<file path="src/rtl/seg_scroll_if.sv">
// seg_scroll_if: display/message bus between the anode sequencer/writer (master) and seg_scroll_driver (slave).
interface seg_scroll_if;
    logic [3:0] i_an;
    logic       i_wr_en;
    logic [3:0] i_wr_addr;
    logic [3:0] i_wr_data;
    logic       i_hold;
    logic [6:0] o_seg;
    logic       o_dp;
    logic [3:0] o_an_out;
    logic [3:0] o_pos;
    modport master (
        output i_an, i_wr_en, i_wr_addr, i_wr_data, i_hold,
        input  o_seg, o_dp, o_an_out, o_pos
    );
    modport slave (
        input  i_an, i_wr_en, i_wr_addr, i_wr_data, i_hold,
        output o_seg, o_dp, o_an_out, o_pos
    );
endinterface

</file>
<file path="src/rtl/seg_scroll_driver.sv">
// seg_scroll_driver: scrolls a 16-char hex message across a 4-digit 7-seg display.
// Define SEG_SCROLL_EN to build the scroll divider; otherwise pos is fixed at 0.
module seg_scroll_driver #(
    parameter logic [23:0] SCROLL_DIV = 24'd10_000_000
) (
    input logic         clk,
    input logic         reset,
    seg_scroll_if.slave bus
);
    logic [3:0] r_mem [16];
    logic [6:0] r_seg;
    logic       r_dp;
    logic [3:0] r_an_out;
    logic [3:0] w_pos;
    logic [3:0] w_idx;
    logic [3:0] w_char;
    logic [6:0] w_seg;
    logic       w_valid;
    logic [1:0] w_ofs;

    always_comb begin
        w_valid = (bus.i_an == 4'b0111) || (bus.i_an == 4'b1011) ||
                  (bus.i_an == 4'b1101) || (bus.i_an == 4'b1110);
        w_ofs   = (bus.i_an == 4'b1011) ? 2'd1 :
                  (bus.i_an == 4'b1101) ? 2'd2 :
                  (bus.i_an == 4'b1110) ? 2'd3 : 2'd0;
        w_idx   = w_pos + {2'b00, w_ofs};
        w_char  = r_mem[w_idx];
    end

    always_comb begin
        w_seg = 7'b1111111;
        case (w_char)
            4'h0: w_seg = 7'b0000001;
            4'h1: w_seg = 7'b1001111;
            4'h2: w_seg = 7'b0010010;
            4'h3: w_seg = 7'b0000110;
            4'h4: w_seg = 7'b1001100;
            4'h5: w_seg = 7'b0100100;
            4'h6: w_seg = 7'b0100000;
            4'h7: w_seg = 7'b0001111;
            4'h8: w_seg = 7'b0000000;
            4'h9: w_seg = 7'b0000100;
            4'hA: w_seg = 7'b0001000;
            4'hB: w_seg = 7'b1100000;
            4'hC: w_seg = 7'b0110001;
            4'hD: w_seg = 7'b1000010;
            4'hE: w_seg = 7'b0110000;
            4'hF: w_seg = 7'b0111000;
            default: w_seg = 7'b1111111;
        endcase
    end

    // Reads above see the pre-write contents, so a write shows up one cycle later.
    always_ff @(posedge clk) begin
        if (!reset) begin
            for (int i = 0; i < 16; i++) r_mem[i] <= 4'(i);
        end else if (bus.i_wr_en) begin
            r_mem[bus.i_wr_addr] <= bus.i_wr_data;
        end
    end

    always_ff @(posedge clk) begin
        if (!reset) begin
            r_seg    <= 7'b1111111;
            r_dp     <= 1'b1;
            r_an_out <= 4'b1111;
        end else begin
            r_seg    <= w_valid ? w_seg : 7'b1111111;
            r_dp     <= w_valid ? (w_idx != 4'd0) : 1'b1;
            r_an_out <= w_valid ? bus.i_an : 4'b1111;
        end
    end

`ifdef SEG_SCROLL_EN
    logic [23:0] r_div;
    logic [3:0]  r_pos;

    always_ff @(posedge clk) begin
        if (!reset) begin
            r_div <= 24'd0;
            r_pos <= 4'd0;
        end else if (!bus.i_hold) begin
            if (r_div == SCROLL_DIV - 24'd1) begin
                r_div <= 24'd0;
                r_pos <= r_pos + 4'd1;
            end else begin
                r_div <= r_div + 24'd1;
            end
        end
    end

    assign w_pos = r_pos;
`else
    logic w_unused;
    assign w_unused = ^{bus.i_hold, SCROLL_DIV};
    assign w_pos    = 4'd0;
`endif

    assign bus.o_seg    = r_seg;
    assign bus.o_dp     = r_dp;
    assign bus.o_an_out = r_an_out;
    assign bus.o_pos    = w_pos;
endmodule

</file>
<file path="src/flat_wrapper.sv">
// flat-port wrapper written by rule: the top's interface ports become plain ports
module seg_scroll_driver_flat 
#(
    parameter logic [23:0] SCROLL_DIV = 24'd10_000_000
)
  (clk, reset, bus_i_an, bus_i_wr_en, bus_i_wr_addr, bus_i_wr_data, bus_i_hold, bus_o_seg, bus_o_dp, bus_o_an_out, bus_o_pos);
  seg_scroll_if bus_i ();
  input logic clk;
  input logic reset;
  input wire logic [$bits(bus_i.i_an)-1:0] bus_i_an;
  input wire logic [$bits(bus_i.i_wr_en)-1:0] bus_i_wr_en;
  input wire logic [$bits(bus_i.i_wr_addr)-1:0] bus_i_wr_addr;
  input wire logic [$bits(bus_i.i_wr_data)-1:0] bus_i_wr_data;
  input wire logic [$bits(bus_i.i_hold)-1:0] bus_i_hold;
  output wire logic [$bits(bus_i.o_seg)-1:0] bus_o_seg;
  output wire logic [$bits(bus_i.o_dp)-1:0] bus_o_dp;
  output wire logic [$bits(bus_i.o_an_out)-1:0] bus_o_an_out;
  output wire logic [$bits(bus_i.o_pos)-1:0] bus_o_pos;
  assign bus_i.i_an = bus_i_an;
  assign bus_i.i_wr_en = bus_i_wr_en;
  assign bus_i.i_wr_addr = bus_i_wr_addr;
  assign bus_i.i_wr_data = bus_i_wr_data;
  assign bus_i.i_hold = bus_i_hold;
  assign bus_o_seg = bus_i.o_seg;
  assign bus_o_dp = bus_i.o_dp;
  assign bus_o_an_out = bus_i.o_an_out;
  assign bus_o_pos = bus_i.o_pos;
  seg_scroll_driver #(.SCROLL_DIV(SCROLL_DIV)) u_core (.clk(clk), .reset(reset), .bus(bus_i));
endmodule
</file>
<file path="config.mk">
export PLATFORM = sky130hd
export DESIGN_NAME = seg_scroll_driver_flat
export DESIGN_NICKNAME = d
export VERILOG_FILES = /design/src/rtl/seg_scroll_if.sv /design/src/rtl/seg_scroll_driver.sv /design/src/flat_wrapper.sv
export SDC_FILE = /design/constraint.sdc
export NUM_CORES = 1
export LEC_CHECK = 0
export ABC_AREA = 1
export BUFFER_PORTS_ARGS = -buffer_cell sky130_fd_sc_hd__buf_2
export CAP_MARGIN = 15
export CORE_UTILIZATION = 56
export CTS_BUF_LIST = sky130_fd_sc_hd__clkbuf_4 sky130_fd_sc_hd__clkbuf_8
export CTS_CLUSTER_SIZE = 24
export DETAILED_ROUTE_END_ITERATION = 10
export HOLD_SLACK_MARGIN = 0.02
export PLACE_DENSITY_LB_ADDON = 0.2
export SYNTH_ARGS = -nofsm -noshare
export SYNTH_HDL_FRONTEND = slang
export SYNTH_SLANG_ARGS = --single-unit
</file>
<file path="constraint.sdc">
create_clock -name clk -period 2.9 [get_ports clk]
set_clock_uncertainty 0.15 [all_clocks]
set_input_delay 0.87 -clock clk [delete_from_list [all_inputs] [get_ports clk]]
set_output_delay 0.87 -clock clk [all_outputs]
set_load 0.01 [all_outputs]
</file>
==> run_results.csv <==
group,metric,value,unit
status,status,"finished clean",
floorplanning,ios,32,
timing,setup_tns,0,ns
pwr,p_per_area,485.7,mW/mm^2
yosys,yosysSeqAreaShare,44.58,%
timing,setup_viol_count_final,0,
clock_tree,htree_levels,1,
critical_path,cp.required,3.00,ns
yosys,yosysWarnings,0,
placement,io_buffer_count,26,
routing,vias_per_cell,5.137,
routing,wire_per_inst,11.31,um
timing,worstMarginPinSlew,0.5168,ns
finish,final_layout_size_suffix_gt1_share,28.90,%
floorplanning,dieArea,0.003105,sq mm
critical_path,cp-end-kind,"register",
floorplanning,die-height,55.73,um
pwr,p_int,0.6392,mW
placement,gp_congestion,0.8050,
timing,min_period,2.309,ns
pwr,ir_drop,0.3850,mV
routing,drt_iter0_markers,43,
clock_tree,cts_sinks,28,
worst_hold_path,min_path_cells,3,
timing,hold_viol_final,0,
yosys,synth_area,0.001617,sq mm
clock_tree,cts_buffer_depth,2,
critical_path,critPathMaxFanout,12,
timing,maxSlewViolCount,0,
placement,hpwl,2240,um
critical_path,r2r-start,"u_core.r_mem[0][1]",
yosys,synth_ff_type,"edfxtp_1",
global_route,grt_max_degree,17,
job,maxCapViolations,0,
critical_path,arrival,2.41,ns
floorplanning,dieWidth,55.73,um
routing,wirelength,2816,um
yosys,ys_top_cells_by_area,"edfxtp_1 (30%), dfxtp_1 (15%), nand2_1 (10%)",
timing,post-route-period-util,79.61,%
yosys,yosysTopAreaCell,"edfxtp_1",
clock_tree,cts_tree,"yes",
pwr,p_sw_share,26.60,%
routing,vias,1279,
floorplanning,initial_core_util,59.13,%
yosys,yosys-top-cells-count,"nand2_1 (44), inv_1 (23), nand3_1 (23)",
global_route,grtUsageTotal,19.76,%
floorplanning,core,0.002734,sq mm
yosys,synth_top_cell_area_share,29.72,%
timing,rsz0062_at_grt,"false",
routing,ant_nets,0,
finish,nFillCells,241,
floorplanning,std_cell_rows,19,
clock_tree,clk_latency,0.33,ns
yosys,syn_inst,191,
critical_path,startpoint,"bus_i_an[1]",
yosys,ys_types,26,
finish,nets,241,
pwr,p_leak,0.8606,nW
clock_tree,hold_buffers,0,
routing,firstDrtPassIters,4,
global_route,overflow,0,
global_route,antenna_found_initial,0,
yosys,synth_most_common_cell,"nand2_1",
critical_path,critical_path_class,"in -> reg",
yosys,synthArstFlopShare,0,%
global_route,grt_pass1_vias,1164,
routing,drc_errors,0,
yosys,ys_ff_latch,28,
pwr,switching_power,0.2316,mW
global_route,grt_pass1_wl,4767,um
finish,area_growth,10.91,%
finish,insertedDiodeCount,0,
clock_tree,cts_root_buffer,"clkbuf_4",
pwr,seq_power_share,51.3,%
timing,slew_headroom,65.23,%
timing,clock.fmax,433.1,MHz
clock_tree,numCtsBuffers,3,
yosys,synth_edf_count,16,
pwr,comb_power_share,19.4,%
worst_hold_path,hold_path_class,"in -> reg",
clock_tree,cts_setup_buffers,0,
critical_path,cp-start-kind,"primary input",
yosys,postSynthAreaPerCell,8.464,sq um
worst_hold_path,hp-start,"bus_i_an[3]",
pwr,power.total,0.8709,mW
clock_tree,cts.clk_slew.worst_paths,0.15,ns
clock_tree,cts_resized,0,
critical_path,r2r.worst_path.cells,9,
pwr,clockPowerShare,29.4,%
-- metal layers --
layer,vias to the layer above,global-route usage [%],share of wire (%)
met3,9,2.326,3.9
li1,657,-,-
met2,40,38.38,53
met4,0,10.00,3.2
met5,-,0,0
met1,573,20.55,40
-- layout make-up --
| cell class | instances | area (sq um) | share of cell area [%] |
|---|---|---|---|
| Clock buffer | 3 | 22.52 | 1.256 |
| Clock inverter | 1 | 30.03 | 1.675 |
| Tap cell | 31 | 38.79 | 2.163 |
| Multi-Input combinational cell | 132 | 740.7 | 41.31 |
| Timing Repair Buffer | 26 | 130.1 | 7.258 |
| Sequential cell | 28 | 720.7 | 40.20 |
| Inverter | 28 | 110.1 | 6.141 |
-- path summary, 6_finish.rpt --
path	to	slack, ns
setup reg to reg	u_core.bus.o_seg[3]	1.26
setup / recovery	u_core.bus.o_seg[3]	0.59
hold reg to reg	u_core.bus.o_seg[1]	0.66
hold / removal	u_core.bus.o_dp	0.61
-- kinds of logic (layout without fill, tap and decap cells) --
family	Yosys count	in the layout	synth area share [%]
buffers and inverters	34	58	10.29
and+or+nand+nor	115	115	37.31
other	1	4	0.2320
AOI/OAI and AO/OA	7	7	2.940
adders and majority gates	6	6	4.644
DFF	28	28	44.58
-- worst max-delay path: stages --
cell and delay (ns):
buf_2 0.10, inv_1 0.05, nor2_2 0.13, nand2_4 0.12, nand2_4 0.15, nand2_1 0.12, nand3_1 0.11, nand2_1 0.15
ha_1 0.33, nand3_1 0.09, nand3_1 0.09, nand2_1 0.06, nand2_1 0.04
-- stage by stage --
stage | worst slack [ns] | cell area (sq um) | util (%) | hold slack, ns | std cells
6_report | 0.5912 | 1793 | 65.58 | 0.6097 | 249
5_1_grt | 0.4235 | 1793 | 65.58 | 0.6116 | 249
4_1_cts | 0.6187 | 1793 | 65.58 | 0.6069 | 249
3_5_place_dp | 0.2738 | 1740 | 63.66 | 0.6324 | 245
3_3_place_gp | 0.3080 | 1740 | 63.66 | 0.6248 | 245
2_1_floorplan | 0.5329 | 1628 | - | 0.5605 | 194
-- power groups by stage --
stage	clock network [mW]	registers, mW	logic [mW]
after floorplan	0	0.459	0.127
after global placement	0	0.455	0.162
after detailed placement	0	0.456	0.168
after CTS	0.259	0.447	0.169
after global routing	0.270	0.449	0.190
final	0.256	0.447	0.169
-- sequential cells by signal (all words and copies together), names as in the netlist --
name and flops:
u_core.bus.o_seg 7, u_core.r_mem 16, u_core.bus.o_an_out 4, u_core.bus.o_dp 1
-- layout by cell type (no fill, tap or decap) --
| cell type | synthesis | layout |
|---|---|---|
| dfxtp_1 | 12 | 12 |
| inv_2 | 3 | 3 |
| ha_1 | 6 | 6 |
| nand2_2 | 5 | 5 |
| buf_2 | 0 | 26 |
| nand2_4 | 8 | 8 |
| o211ai_1 | 2 | 2 |
| nand2_1 | 44 | 44 |
| clkbuf_4 | 0 | 3 |
| edfxtp_1 | 16 | 16 |
| nand3_2 | 6 | 6 |
| o21ai_1 | 1 | 1 |
| inv_1 | 23 | 23 |
| nor2_1 | 17 | 17 |
| a21oi_1 | 1 | 1 |
| conb_1 | 1 | 4 |
| or2_2 | 2 | 2 |
| nor4_1 | 3 | 3 |
| a21oi_2 | 1 | 1 |
| nor2_2 | 5 | 5 |
| bufinv_16 | 0 | 1 |
| nand3b_1 | 2 | 2 |
| o21ai_2 | 1 | 1 |
| inv_4 | 2 | 2 |
| o21ai_0 | 1 | 1 |
| nand3_1 | 23 | 23 |
Note: power is estimated with default switching activity, not from simulation.
